File: src/rtl/basics_cmd_initiator_pkg.sv
`default_nettype none
// ============================================================================
// Module      : basics_cmd_initiator_pkg
// Description : Shared types and constants for the command initiator:
//               controller state encoding, response codes, default payload
//               depth and the EID sequencing helper.
// Revision    : 1.0 - initial release
// ============================================================================
package basics_cmd_initiator_pkg;

    typedef enum logic [2:0] {
        ST_IDLE     = 3'd0,
        ST_TX_ADDR  = 3'd1,
        ST_TX_BYTE  = 3'd2,
        ST_TX_GAP   = 3'd3,
        ST_WAIT_RSP = 3'd4,
        ST_RX_BYTE  = 3'd5,
        ST_RX_GAP   = 3'd6,
        ST_FINISH   = 3'd7
    } state_e;

    localparam logic [7:0] c_CODE_ACK    = 8'h00;
    localparam logic [7:0] c_CODE_NAK    = 8'h01;
    localparam int         c_MAX_PAYLOAD = 8;

    // EID sequence skips 0x00 so that 0x00 can mean "never issued".
    function automatic logic [7:0] next_eid(input logic [7:0] eid);
        return (eid == 8'hFF) ? 8'h01 : eid + 8'h01;
    endfunction

endpackage
`default_nettype wire

File: src/rtl/basics_cmd_initiator.sv
`default_nettype none
// ============================================================================
// Module      : basics_cmd_initiator
// Description : Issues an addressed command frame (addr, EID, length,
//               payload) on the master bus, then collects and decodes the
//               responder's reply or times out waiting for it.
// Revision    : 1.0 - initial release
// ============================================================================
module basics_cmd_initiator
    import basics_cmd_initiator_pkg::*;
#(
    parameter int TIMEOUT_CYCLES = 50000,
    parameter int MAX_PAYLOAD    = c_MAX_PAYLOAD
) (
    input  logic       clk,
    input  logic       rst,
    input  logic       start,
    input  logic [7:0] cmd_addr,
    input  logic [3:0] cmd_len,
    input  logic       pl_wr,
    input  logic [2:0] pl_waddr,
    input  logic [7:0] pl_wdata,
    output logic [7:0] ma_data,
    output logic       ma_data_valid,
    output logic       ma_frame_valid,
    input  logic [7:0] sl_data,
    input  logic       sl_arb_request,
    output logic       sl_arb_grant,
    output logic       sl_data_latch,
    output logic       busy,
    output logic       done,
    output logic       rsp_ack,
    output logic       rsp_nak,
    output logic       rsp_timeout,
    output logic       rsp_eid_err,
    output logic [7:0] rsp_len,
    input  logic [2:0] rsp_rd_addr,
    output logic [7:0] rsp_rd_data
);

    localparam logic [3:0]  c_LEN_MAX  = 4'(MAX_PAYLOAD);
    localparam logic [8:0]  c_RX_DEPTH = 9'(MAX_PAYLOAD);
    localparam logic [15:0] c_TIMEOUT  = 16'(TIMEOUT_CYCLES);

    state_e      state_q;
    logic        busy_q, done_q;
    logic [7:0]  ma_data_q;
    logic        ma_data_valid_q, ma_frame_valid_q;
    logic        grant_q, latch_q;
    logic [7:0]  eid_q;
    logic [3:0]  len_q;
    logic        addr_ph_q;     // second address cycle
    logic        len_sent_q;    // length byte already on the bus
    logic [3:0]  tx_rem_q;      // bytes still to send after the current one
    logic [2:0]  pl_ptr_q;
    logic [15:0] to_cnt_q;
    logic [8:0]  rx_idx_q;
    logic [7:0]  code_q;
    logic        eid_match_q;
    logic        rsp_ack_q, rsp_nak_q, rsp_timeout_q, rsp_eid_err_q;
    logic [7:0]  rsp_len_q;
    logic [7:0]  pl_buf_q  [MAX_PAYLOAD];
    logic [7:0]  rsp_buf_q [MAX_PAYLOAD];

    logic [7:0]  eid_d;
    logic [8:0]  rx_idx_d;
    logic [3:0]  w_len_eff;
    logic [8:0]  w_rx_off;

    // Next EID, saturating receive index, clamped length, payload offset
    always_comb begin
        eid_d     = next_eid(eid_q);
        rx_idx_d  = (rx_idx_q == '1) ? rx_idx_q : rx_idx_q + 9'd1;
        w_len_eff = (cmd_len > c_LEN_MAX) ? c_LEN_MAX : cmd_len;
        w_rx_off  = rx_idx_q - 9'd3;
    end

    // Controller: frame transmit, response receive and status capture
    always_ff @(posedge clk) begin
        if (rst) begin
            state_q          <= ST_IDLE;
            busy_q           <= 1'b0;
            done_q           <= 1'b0;
            ma_data_q        <= 8'h00;
            ma_data_valid_q  <= 1'b0;
            ma_frame_valid_q <= 1'b0;
            grant_q          <= 1'b0;
            latch_q          <= 1'b0;
            eid_q            <= 8'h00;
            len_q            <= 4'h0;
            addr_ph_q        <= 1'b0;
            len_sent_q       <= 1'b0;
            tx_rem_q         <= 4'h0;
            pl_ptr_q         <= 3'd0;
            to_cnt_q         <= 16'h0000;
            rx_idx_q         <= 9'd0;
            code_q           <= c_CODE_ACK;
            eid_match_q      <= 1'b0;
            rsp_ack_q        <= 1'b0;
            rsp_nak_q        <= 1'b0;
            rsp_timeout_q    <= 1'b0;
            rsp_eid_err_q    <= 1'b0;
            rsp_len_q        <= 8'h00;
            for (int i = 0; i < MAX_PAYLOAD; i++) begin
                pl_buf_q[i]  <= 8'h00;
                rsp_buf_q[i] <= 8'h00;
            end
        end else begin
            case (state_q)
                ST_IDLE: begin
                    if (pl_wr) begin
                        pl_buf_q[pl_waddr] <= pl_wdata;
                    end
                    if (start) begin
                        state_q          <= ST_TX_ADDR;
                        busy_q           <= 1'b1;
                        eid_q            <= eid_d;
                        len_q            <= w_len_eff;
                        addr_ph_q        <= 1'b0;
                        ma_frame_valid_q <= 1'b1;
                        ma_data_q        <= cmd_addr;
                        rx_idx_q         <= 9'd0;
                        eid_match_q      <= 1'b0;
                        rsp_ack_q        <= 1'b0;
                        rsp_nak_q        <= 1'b0;
                        rsp_timeout_q    <= 1'b0;
                        rsp_eid_err_q    <= 1'b0;
                        rsp_len_q        <= 8'h00;
                    end
                end
                ST_TX_ADDR: begin
                    addr_ph_q <= 1'b1;
                    if (addr_ph_q) begin
                        state_q         <= ST_TX_BYTE;
                        ma_data_q       <= eid_q;
                        ma_data_valid_q <= 1'b1;
                        len_sent_q      <= 1'b0;
                        tx_rem_q        <= len_q + 4'd1;
                        pl_ptr_q        <= 3'd0;
                    end
                end
                ST_TX_BYTE: begin
                    state_q         <= ST_TX_GAP;
                    ma_data_valid_q <= 1'b0;
                end
                ST_TX_GAP: begin
                    if (tx_rem_q == 4'h0) begin
                        state_q          <= ST_WAIT_RSP;
                        ma_frame_valid_q <= 1'b0;
                        ma_data_q        <= 8'h00;
                        to_cnt_q         <= 16'h0000;
                    end else begin
                        state_q         <= ST_TX_BYTE;
                        ma_data_valid_q <= 1'b1;
                        tx_rem_q        <= tx_rem_q - 4'd1;
                        len_sent_q      <= 1'b1;
                        if (!len_sent_q) begin
                            ma_data_q <= {4'h0, len_q};
                        end else begin
                            ma_data_q <= pl_buf_q[pl_ptr_q];
                            pl_ptr_q  <= pl_ptr_q + 3'd1;
                        end
                    end
                end
                ST_WAIT_RSP: begin
                    if (sl_arb_request) begin
                        state_q <= ST_RX_BYTE;
                        grant_q <= 1'b1;
                        latch_q <= 1'b1;
                    end else if ((to_cnt_q + 16'd1) == c_TIMEOUT) begin
                        state_q       <= ST_FINISH;
                        done_q        <= 1'b1;
                        rsp_timeout_q <= 1'b1;
                    end else begin
                        to_cnt_q <= to_cnt_q + 16'd1;
                    end
                end
                ST_RX_BYTE: begin
                    state_q  <= ST_RX_GAP;
                    latch_q  <= 1'b0;
                    rx_idx_q <= rx_idx_d;
                    case (rx_idx_q)
                        9'd0:    code_q      <= (sl_data == c_CODE_ACK) ? c_CODE_ACK : c_CODE_NAK;
                        9'd1:    eid_match_q <= (sl_data == eid_q);
                        9'd2:    rsp_len_q   <= sl_data;
                        default: begin
                            // Payload beyond the buffer depth is drained, not stored.
                            if (w_rx_off < c_RX_DEPTH) begin
                                rsp_buf_q[w_rx_off[2:0]] <= sl_data;
                            end
                        end
                    endcase
                end
                ST_RX_GAP: begin
                    if (sl_arb_request) begin
                        state_q <= ST_RX_BYTE;
                        latch_q <= 1'b1;
                    end else begin
                        state_q       <= ST_FINISH;
                        grant_q       <= 1'b0;
                        done_q        <= 1'b1;
                        rsp_ack_q     <= (code_q == c_CODE_ACK);
                        rsp_nak_q     <= (code_q == c_CODE_NAK);
                        rsp_eid_err_q <= !eid_match_q;
                    end
                end
                ST_FINISH: begin
                    state_q <= ST_IDLE;
                    done_q  <= 1'b0;
                    busy_q  <= 1'b0;
                end
                default: begin
                    state_q <= ST_IDLE;
                end
            endcase
        end
    end

    assign ma_data        = ma_data_q;
    assign ma_data_valid  = ma_data_valid_q;
    assign ma_frame_valid = ma_frame_valid_q;
    assign sl_arb_grant   = grant_q;
    assign sl_data_latch  = latch_q;
    assign busy           = busy_q;
    assign done           = done_q;
    assign rsp_ack        = rsp_ack_q;
    assign rsp_nak        = rsp_nak_q;
    assign rsp_timeout    = rsp_timeout_q;
    assign rsp_eid_err    = rsp_eid_err_q;
    assign rsp_len        = rsp_len_q;
    assign rsp_rd_data    = rsp_buf_q[rsp_rd_addr];

endmodule
`default_nettype wire

File: config.mk
export PLATFORM = sky130hd
export DESIGN_NAME = basics_cmd_initiator
export DESIGN_NICKNAME = d
export VERILOG_FILES = /design/src/rtl/basics_cmd_initiator_pkg.sv /design/src/rtl/basics_cmd_initiator.sv
export SDC_FILE = /design/constraint.sdc
export NUM_CORES = 1
export LEC_CHECK = 0
export ABC_AREA = 1
export BUFFER_PORTS_ARGS = -buffer_cell sky130_fd_sc_hd__buf_2
export CORE_UTILIZATION = 45
export DETAILED_ROUTE_END_ITERATION = 6
export PLACE_DENSITY = 0.63
export SETUP_SLACK_MARGIN = 0.2
export SYNTH_ARGS = -nofsm -noshare
export SYNTH_HDL_FRONTEND = slang
export SYNTH_SLANG_ARGS = --single-unit
File: constraint.sdc
create_clock -name clk -period 2.57 [get_ports clk]
set_clock_uncertainty 0.1 [all_clocks]
set_input_delay 0 -clock clk [delete_from_list [all_inputs] [get_ports clk]]
set_output_delay 0 -clock clk [all_outputs]
set_load 0.005 [all_outputs]
==> impl_metrics.csv, run 1 <==
group,metric,value,unit
synthesis,synth_warnings,0,
synthesis,yosysTopAreaCellShare,37.3,%
critical_path,cp_data_arrival_time,2420,ps
drt,drc,0,
floorplan,core_area,22200,sq um
critical_path,cp-end-kind,"flop",
synthesis,synth_compound_area_share,11.7,%
cells_and_area,syn2layout_area_growth,18.7,%
sta,layout_min_cycle_time,2280,ps
sta,period_share,88.7,%
sta,slew_violations,0,
sta,rsz0062_at_grt,"true",
clock_tree,clk_path_buf_depth,3,
cells_and_area,n_antenna_cell,0,
clock_tree,htreeDepth,1,
cells_and_area,final_util,55.2,%
sta,whs,162,ps
synthesis,syn_avg_cell_area,8.40,sq um
drt,routed_wl,25.9,mm
critical_path,worstPathRequired,2710,ps
sta,relSlewSlack,45.1,%
cells_and_area,final_nets,1397,
drt,vias,8584,
global_routing,grt_pass1_vias,8087,
clock_tree,cts_root_buffer,"clkbuf_16",
place,portBuffers,72,
global_routing,track_usage,22.2,%
synthesis,yosys-top-cells-count,"nor2_1 (325), nand2_1 (180), edfxtp_1 (128)",
cells_and_area,design_area,12200,sq um
synthesis,synth_cells,1226,
global_routing,antenna_found_initial,0,
critical_path,start_kind,"flop",
drt,drtPass1Iterations,5,
global_routing,grt_overflow_total,0,
synthesis,synth_fa_ha_area_share,1.34,%
floorplan,die_h,153,um
clock_tree,cts_tree,"yes",
floorplan,die_x,153,um
floorplan,rows,54,
drt,postRouteAntennaNets,0,
place,placed_area,11100,sq um
synthesis,yosys.area_share.simple,27.5,%
drt,viasPerCell,5.22,
synthesis,synth_edf_count,128,
run_status,status,"completed",
synthesis,synthXorXnorAreaFrac,0.595,%
floorplan,io-pin-count,73,
clock_tree,clkLatencyLatePin,510,ps
synthesis,async_flop_share,0,%
synthesis,syn-num-nets,1276,
drt,drt_iter0_drc,447,
cells_and_area,drive_gt1_share,16.9,%
drt,wl_per_cell,15.7,um
synthesis,ys_ff_latch,208,
synthesis,synth_area,10300,sq um
global_routing,grt_max_degree,41,
synthesis,synth_flop_cell,"edfxtp_1",
global_routing,grt_pass1_wl,41.3,mm
synthesis,synthDistinctLibCells,44,
sta,hold_violations,0,
sta,fmax,439,MHz
clock_tree,cts.clk_slew.worst_paths,60,ps
clock_tree,clock-sinks,208,
synthesis,yosysSeqAreaShare,52.9,%
sta,worstMarginPinSlew,822,ps
sta,setup_viol,0,
synthesis,synth_largest_area_cell,"edfxtp_1",
synthesis,synth.most_common_cell,"nor2_1",
floorplan,start_util,46.5,%
sta,fin_tns_setup,0,ps
hold_path,hp-class,"in -> reg",
place,place_congestion,0.842,
power,p_per_area,762,nW/um^2
power,ir_drop,0.532,mV
floorplan,die-area,23500,sq um
synthesis,synth_mux_area_share,0.389,%
critical_path,worstSetupPathType,"reg -> reg",
synthesis,synth_top_family_by_area,"simple AND/OR/NAND/NOR gates",
clock_tree,tritoncts.num_buffers,23,
run,drv_cap,0,
critical_path,crit_fanout,8,
power,leakagePower,4.86,nW
place,dp.final_hpwl,17.8,mm
synthesis,yosys-top-cells-area,"edfxtp_1 (37%), dfxtp_1 (16%), nor2_1 (12%)",
-- registers in the layout, summed over array words and instances (netlist names), 3 cells and up, named ones only --
register and count:
rsp_len 8, pl_buf_q 64, to_cnt_q 16, len_q 4, rsp_buf_q 64, state_q 3
pl_ptr_q 3, rx_idx_q 9, ma_data 8, tx_rem_q 4, eid_q 8
-- power by group --
group | total [mW] | switching (mW) | leakage (nW) | internal (mW)
registers | 4.13 | 0.237 | 1.98 | 3.89
logic | 2.11 | 1.36 | 2.54 | 0.749
clock network | 3.09 | 1.29 | 0.338 | 1.79
total | 9.32 | 2.89 | 4.86 | 6.43
-- final timing paths --
| check | start | endpoint | slack, ps | cells after the start |
|---|---|---|---|---|
| setup reg to reg | rx_idx_q[2]$_SDFFE_PP0P_ | rsp_buf_q[2][5]$_SDFFCE_PN0P_ | 290 | 10 |
| hold reg to reg | rsp_timeout$_SDFFE_PP0P_ | rsp_timeout$_SDFFE_PP0P_ | 350 | 2 |
| setup / recovery | rx_idx_q[2]$_SDFFE_PP0P_ | rsp_buf_q[2][5]$_SDFFCE_PN0P_ | 290 | 10 |
| hold / removal | cmd_len[0] | len_q[0]$_SDFFE_PP0P_ | 160 | 4 |
-- stage by stage --
stage / total power, mW / instances / worst slack (ps)
2_1_floorplan: 5.54 / 1226 / 242
3_3_place_gp: 6.18 / 1565 / 180
3_5_place_dp: 6.22 / 1565 / 64.6
4_1_cts: 9.35 / 1642 / 174
6_report: 9.32 / 1643 / 290
5_1_grt: 9.83 / 1643 / 186
-- critical path, stage by stage, from the launching register on --
cell and delay (ps):
dfxtp_1 350, nor2_1 240, nand2_1 170, nor3b_1 460, nor4_4 90, nand2_2 140, nor2_4 70, buf_12 130
nand2_4 60, buf_4 150, nor2_1 40
-- layout by cell type, fill, tap and decap left out, types with 35 or more instances in the layout --
master and count:
inv_1 76, nand2_1 170, dfxtp_1 75, a21oi_1 69, edfxtp_1 128, nand3_1 42, buf_2 72, o21ai_0 89
nor2_1 325, dlygate4sd3_1 35
-- final cells by class --
class | instances | area (sq um)
Sequential cell | 208 | 5450
Tap cell | 280 | 350
Inverter | 98 | 368
Clock inverter | 12 | 82.6
Multi-Input combinational cell | 876 | 4350
Clock buffer | 29 | 618
Timing Repair Buffer | 140 | 1010
Fill cell | 2100 | 9930
-- repair_timing --
item | CTS | global route
hold buffers | 35 | 0
endpoints found under the setup margin | 64 | 130
setup buffers | 1 | 1
gates resized for setup | 10 | 15
endpoints found under the hold margin | 114 | 0
pin swaps | 3 | 2
-- kinds of logic (layout without fill, tap and decap cells) --
family,after synthesis,in the layout
and+or+nand+nor,637,637
buffers and inverters,142,279
AOI/OAI and AO/OA,217,217
adders and majority gates,11,11
xor gates and xnor gates,7,7
muxes,4,4
DFF,208,208
-- routing by layer --
layer  vias up  GRT usage [%]  part of all wire [%]
met1      3974           28.6                    43
met4         0           8.08                   2.7
li1       4353              -                     -
met3        49           3.23                   5.2
met5         -              0                     0
met2       208           37.7                    49
Power figures use the tool's default switching activity.
==> inputs of run 2 (changes only) <==
--- a/config.mk
+++ b/config.mk
@@ -7,9 +7,11 @@
 export LEC_CHECK = 0
 export ABC_AREA = 1
 export BUFFER_PORTS_ARGS = -buffer_cell sky130_fd_sc_hd__buf_2
+export CELL_PAD_IN_SITES_DETAIL_PLACEMENT = 1
+export CELL_PAD_IN_SITES_GLOBAL_PLACEMENT = 1
 export CORE_UTILIZATION = 45
 export DETAILED_ROUTE_END_ITERATION = 6
-export PLACE_DENSITY = 0.63
+export PLACE_DENSITY = 0.79
 export SETUP_SLACK_MARGIN = 0.2
 export SYNTH_ARGS = -nofsm -noshare
 export SYNTH_HDL_FRONTEND = slang
==> run 2 against run 1 <==
Compared with the run above:
- global-route usage rose by 3.2 points
- critical endpoint is now rsp_buf_q[4][1]$_SDFFCE_PN0P_
- first-iteration DRC count rose by 12%
- cell count rose by 0.37%
- highest routed layer unchanged
- register-to-register slack barely moved
- hold slack got worse by 140 ps
- sequential power barely moved
- power rose by 1.9%
- core utilization rose by 0.29 points
- non-clock buffer count rose by 5
- clock power rose by 2%
- maximum frequency fell by 0.61%
==> impl_metrics.csv, run 2 (synthesized netlist as in run 1, its figures left out) <==
group,metric,value,unit
power,clock_power_share,33.3,%
floorplan,start_util,46.5,%
floorplan,rows,54,
sta,setup_viol,0,
clock_tree,clock-sinks,208,
critical_path,start_kind,"flop",
drt,postRouteAntennaNets,0,
floorplan,die-area,23500,sq um
clock_tree,tritoncts.num_buffers,23,
critical_path,worstSetupPathType,"reg -> reg",
drt,drt_iter0_drc,499,
critical_path,worstPathRequired,2830,ps
place,dp_slack,110,ps
clock_tree,cts.clk_slew.worst_paths,60,ps
cells_and_area,largestRegisters,"pl_buf_q: 64 flops, rsp_buf_q: 64 flops, to_cnt_q: 16 flops",
place,place_congestion,0.831,
drt,routed_wl,29.8,mm
cells_and_area,final_nets,1402,
critical_path,cp-end-kind,"flop",
global_routing,grt_overflow_total,0,
place,place_inst,1573,
power,pwr-share-seq,43.6,%
power,leakagePower,4.88,nW
clock_tree,clkLatencyLatePin,520,ps
sta,fin_tns_setup,0,ps
critical_path,cp_data_arrival_time,2550,ps
floorplan,die_h,153,um
sta,layout_min_cycle_time,2290,ps
global_routing,grt_max_degree,35,
hold_path,hp-class,"in -> reg",
drt,viasPerCell,5.39,
cells_and_area,syn2layout_area_growth,19.4,%
sta,worstMarginPinSlew,717,ps
global_routing,grt_pass1_wl,47.2,mm
global_routing,antenna_found_initial,0,
clock_tree,cts_root_buffer,"clkbuf_16",
cells_and_area,final_common_cell,"nor2_1",
critical_path,crit_fanout,8,
floorplan,io-pin-count,73,
cells_and_area,drive_gt1_share,17.7,%
power,ir_drop,0.512,mV
cells_and_area,final_cell_mix,"nor2_1 (321), nand2_1 (165), edfxtp_1 (128), o21ai_0 (89), dfxtp_1 (76)",
place,dp.final_hpwl,20.7,mm
sta,hold_violations,0,
sta,relSlewSlack,52.2,%
power,total_power,9.49,mW
power,p_per_area,772,nW/um^2
clock_tree,cts_tree,"yes",
sta,finalWorstSetupSlack,276,ps
power,swShare,31.6,%
run,drv_cap,0,
power,p_int,6.49,mW
sta,rsz0062_at_grt,"false",
global_routing,grt_pass1_vias,9259,
sta,period_share,89.2,%
floorplan,core_area,22200,sq um
global_routing,track_usage,25.3,%
cells_and_area,n_antenna_cell,0,
run_status,status,"completed",
clock_tree,clk_path_buf_depth,3,
power,pwr-share-comb,23.0,%
clock_tree,htreeDepth,1,
power,switching_power,3.00,mW
drt,drc,0,
drt,vias,8896,
floorplan,die_x,153,um
place,portBuffers,72,
drt,wl_per_cell,18.1,um
sta,fmax,436,MHz
sta,slew_violations,0,
cells_and_area,final_cells,1649,
drt,drtPass1Iterations,4,
## run 2: final timing paths
| check | cells past startpoint | slack [ps] | from | endpoint |
|---|---|---|---|---|
| setup reg to reg | 11 | 280 | rx_idx_q[0]$_SDFFE_PP0P_ | rsp_buf_q[4][1]$_SDFFCE_PN0P_ |
| hold reg to reg | 2 | 360 | rsp_timeout$_SDFFE_PP0P_ | rsp_timeout$_SDFFE_PP0P_ |
| setup / recovery | 11 | 280 | rx_idx_q[0]$_SDFFE_PP0P_ | rsp_buf_q[4][1]$_SDFFCE_PN0P_ |
| hold / removal | 4 | 20 | pl_waddr[0] | pl_buf_q[4][5]$_SDFFCE_PN0P_ |
## run 2: per-layer routing
metal / vias up / track usage, % / share of wire [%]
met2: 155 / 47.1 / 51
li1: 4364 / - / -
met3: 48 / 3.29 / 3.6
met4: 0 / 7.12 / 2.4
met1: 4329 / 30.4 / 43
met5: - / 0 / 0
## run 2: layout make-up
cell class | count | area, sq um
clock buffers | 35 | 651
clock inverters | 7 | 62.6
fillers | 2632 | 9870
inverters | 98 | 368
multi-input cells | 876 | 4390
flip-flops and latches | 208 | 5460
well taps | 280 | 350
repair buffers | 145 | 1010
## run 2: power by group through the flow
stage	registers (mW)	clock network [mW]	logic [mW]
6_report	4.14	3.16	2.19
5_1_grt	4.18	3.32	2.44
4_1_cts	4.12	3.20	2.16
3_5_place_dp	4.19	0	2.11
3_3_place_gp	4.18	0	2.05
2_1_floorplan	4.13	0	1.41
## run 2: stage by stage
stage          cell area [sq um]  utilization, %  hold WS [ps]
2_1_floorplan              10300               -          31.3
3_3_place_gp               11100            50.1           129
3_5_place_dp               11100            50.1           138
4_1_cts                    12200            55.0          11.6
5_1_grt                    12300            55.5          63.1
6_report                   12300            55.5          21.0
## run 2: critical path, stage by stage (launching register included)
cell	delay, ps
dfxtp_4	390
ha_4	160
inv_2	50
nand2_2	70
xor2_1	150
inv_1	70
nor4_1	220
nand2_1	190
nor2_4	310
nand2_4	100
buf_4	180
nor2_1	140
## run 2: what timing repair did
| item | 4_1_cts | 5_1_grt |
|---|---|---|
| buffers inserted | 0 | 0 |
| cloned | 0 | 0 |
| hold endpoints to repair | 153 | 0 |
| resized for setup | 10 | 31 |
| hold buffers | 34 | 0 |
| setup endpoints to repair | 73 | 196 |
| pin swaps | 0 | 3 |
==> inputs of run 3 (changes only) <==
--- a/config.mk
+++ b/config.mk
@@ -12,6 +12,7 @@
 export CORE_UTILIZATION = 45
 export DETAILED_ROUTE_END_ITERATION = 6
 export PLACE_DENSITY = 0.79
+export REMOVE_ABC_BUFFERS = 1
 export SETUP_SLACK_MARGIN = 0.2
 export SYNTH_ARGS = -nofsm -noshare
 export SYNTH_HDL_FRONTEND = slang
==> run 3 against run 2 <==
Compared with the run above:
- core utilization grew 0.47 points
- clock-buffer cell count shrank 2
- non-clock buffer count up 1
- critical path type unchanged
==> impl_metrics.csv, run 3 (synthesized netlist as in run 1, its figures left out) <==
group,metric,value,unit
run_status,status,"completed",
power,p_per_area,797,nW/um^2
floorplan,die_x,153,um
floorplan,rows,54,
sta,fmax,432,MHz
cells_and_area,final_util,55.9,%
drt,top_layer_used,"met4",
clock_tree,clk_path_buf_depth,3,
sta,worstMarginPinSlew,551,ps
cells_and_area,nFillCells,2656,
sta,whs,21.8,ps
floorplan,die-area,23500,sq um
critical_path,worstReg2RegStart,"rx_idx_q[2]$_SDFFE_PP0P_",
drt,drc,0,
cells_and_area,n_antenna_cell,0,
place,dp.final_hpwl,20.7,mm
drt,m1WireLength,12.9,mm
cells_and_area,final_cell_mix,"nor2_1 (325), nand2_1 (169), edfxtp_1 (128), o21ai_0 (89), inv_1 (76)",
critical_path,crit_fanout,8,
power,pwr-share-comb,22.7,%
sta,hold_violations,0,
drt,drt_iter0_drc,441,
clock_tree,cts_root_buffer,"clkbuf_16",
sta,finalWorstSetupSlack,254,ps
power,ir_drop,0.558,mV
hold_path,worstHoldStart,"pl_waddr[0]",
critical_path,r2r_slack,250,ps
cells_and_area,largestRegisters,"pl_buf_q: 64 flops, rsp_buf_q: 64 flops, to_cnt_q: 16 flops",
cells_and_area,final_common_cell,"nor2_1",
drt,postRouteAntennaNets,0,
clock_tree,cts.clk_slew.worst_paths,60,ps
critical_path,worstSetupPathType,"reg -> reg",
critical_path,r2r-end,"rsp_buf_q[0][0]$_SDFFCE_PN0P_",
floorplan,core_area,22200,sq um
global_routing,antenna_found_initial,0,
place,placed_area,11100,sq um
sta,period_share,90.1,%
critical_path,cp_num_buf_inv,3,
critical_path,path_cells,"nor2_1 > nand2_1 > xor2_1 > inv_1 > nor4_4 > nand2_2 > nor2_4 > buf_12 > nand2_4 > buf_4 > nor2_1",
clock_tree,clkLatencyLatePin,520,ps
global_routing,grt_overflow_total,0,
critical_path,start_kind,"flop",
drt,vias,9085,
global_routing,grt_max_degree,33,
sta,slew_violations,0,
power,clock_power_share,35.4,%
sta,layout_min_cycle_time,2320,ps
power,total_power,9.88,mW
floorplan,die_h,153,um
hold_path,holdPathEnd,"pl_buf_q[2][2]$_SDFFCE_PN0P_",
clock_tree,htreeDepth,1,
cells_and_area,syn2layout_area_growth,20.4,%
run,drv_cap,0,
drt,wl_per_cell,18.3,um
place,dp_slack,67.4,ps
power,pwr-share-seq,41.9,%
place,place_inst,1573,
power,swShare,31.2,%
critical_path,cp_top_family,"simple AND/OR/NAND/NOR gates",
critical_path,cp-end-kind,"flop",
drt,routed-wl-met2,15.3,mm
floorplan,start_util,46.5,%
drt,wl_met3,1.08,mm
place,portBuffers,72,
cells_and_area,multiInputGateArea,4400,sq um
cells_and_area,drive_gt1_share,17.8,%
power,leakagePower,4.93,nW
critical_path,critPathMaxStageDelay,370,ps
clock_tree,tritoncts.num_buffers,24,
hold_path,holdPathStages,4,
global_routing,track_usage,26.0,%
clock_tree,cts_tree,"yes",
sta,relSlewSlack,63.2,%
floorplan,io-pin-count,73,
critical_path,crit_path_top_delay_cell,"dfxtp_1",
drt,viasPerCell,5.50,
cells_and_area,final_nets,1404,
drt,drtPass1Iterations,4,
cells_and_area,design_area,12400,sq um
sta,rsz0062_at_grt,"false",
global_routing,grt_pass1_vias,9219,
power,p_int,6.80,mW
critical_path,r2r_cells,11,
critical_path,cp_data_arrival_time,2570,ps
global_routing,grt_pass1_wl,48.4,mm
sta,fin_tns_setup,0,ps
critical_path,worstPathRequired,2820,ps
sta,setup_viol,0,
cells_and_area,register_area,5450,sq um
clock_tree,clock-sinks,208,
critical_path,crit_path_frequent_cell,"nor2_1",
hold_path,hp-class,"in -> reg",
power,switching_power,3.09,mW
place,place_congestion,0.845,
cells_and_area,final_cells,1652,
drt,routed_wl,30.3,mm
-- run 3: cell types whose count changed in the layout (fill, tap and decap cells not counted), moves of 4 or more --
| cell | change |
|---|---|
| nand2_2 | -6 |
| nand2_1 | +4 |
| nand2_4 | +4 |
| nor2_1 | +4 |
-- run 3: power by group through the flow --
stage | Sequential, mW | Clock (mW) | Combinational [mW]
6_report | 4.14 | 3.50 | 2.25
5_1_grt | 4.18 | 3.66 | 2.51
4_1_cts | 4.13 | 3.53 | 2.20
3_5_place_dp | 4.20 | 0 | 2.13
3_3_place_gp | 4.18 | 0 | 2.07
2_1_floorplan | 4.17 | 0 | 1.32
-- run 3: final cells by class --
cell class                 count  area share [%]
inverter                      98            2.97
multi-input combinational    876            35.5
sequential                   208            44.0
clock buffer                  33            5.45
clock inverter                11            1.03
tap                          280            2.83
timing repair buffer         146            8.26
-- run 3: worst max path at each step --
stage / start / endpoint / slack [ps] / cells past startpoint
finish: rx_idx_q[2]$_SDFFE_PP0P_ / rsp_buf_q[0][0]$_SDFFCE_PN0P_ / 250 / 11
floorplan: state_q[1]$_SDFFE_PP0P_ / to_cnt_q[0]$_SDFFE_PP0P_ / 30 / 7
global route: rx_idx_q[0]$_SDFFE_PP0P_ / rsp_buf_q[7][5]$_SDFFCE_PN0P_ / 140 / 9
detailed placement: rx_idx_q[0]$_SDFFE_PP0P_ / rsp_buf_q[2][7]$_SDFFCE_PN0P_ / 70 / 8
CTS: rx_idx_q[0]$_SDFFE_PP0P_ / rsp_buf_q[2][4]$_SDFFCE_PN0P_ / 200 / 9
global placement: rx_idx_q[0]$_SDFFE_PP0P_ / rsp_buf_q[6][7]$_SDFFCE_PN0P_ / 220 / 8
-- run 3: metal layers --
| metal | vias up | track usage (%) |
|---|---|---|
| met3 | 70 | 3.52 |
| met1 | 4456 | 31.9 |
| met4 | 0 | 8.71 |
| met5 | - | 0 |
| met2 | 174 | 47.0 |
| li1 | 4385 | - |
-- run 3: worst reg2reg max path: cells and delay by family (launching register included) --
kind | cells | cell delay, ps
xor+xnor | 1 | 160
buf+inv | 3 | 400
flops | 1 | 370
simple gates | 7 | 1130
-- run 3: repair_timing --
item                                    in CTS  in global routing
buffers inserted                             1                  1
pin swaps                                    1                  2
hold endpoints to repair                   110                  0
gates resized for setup                      8                 25
endpoints found under the setup margin      64                173
hold buffers                                33                  0
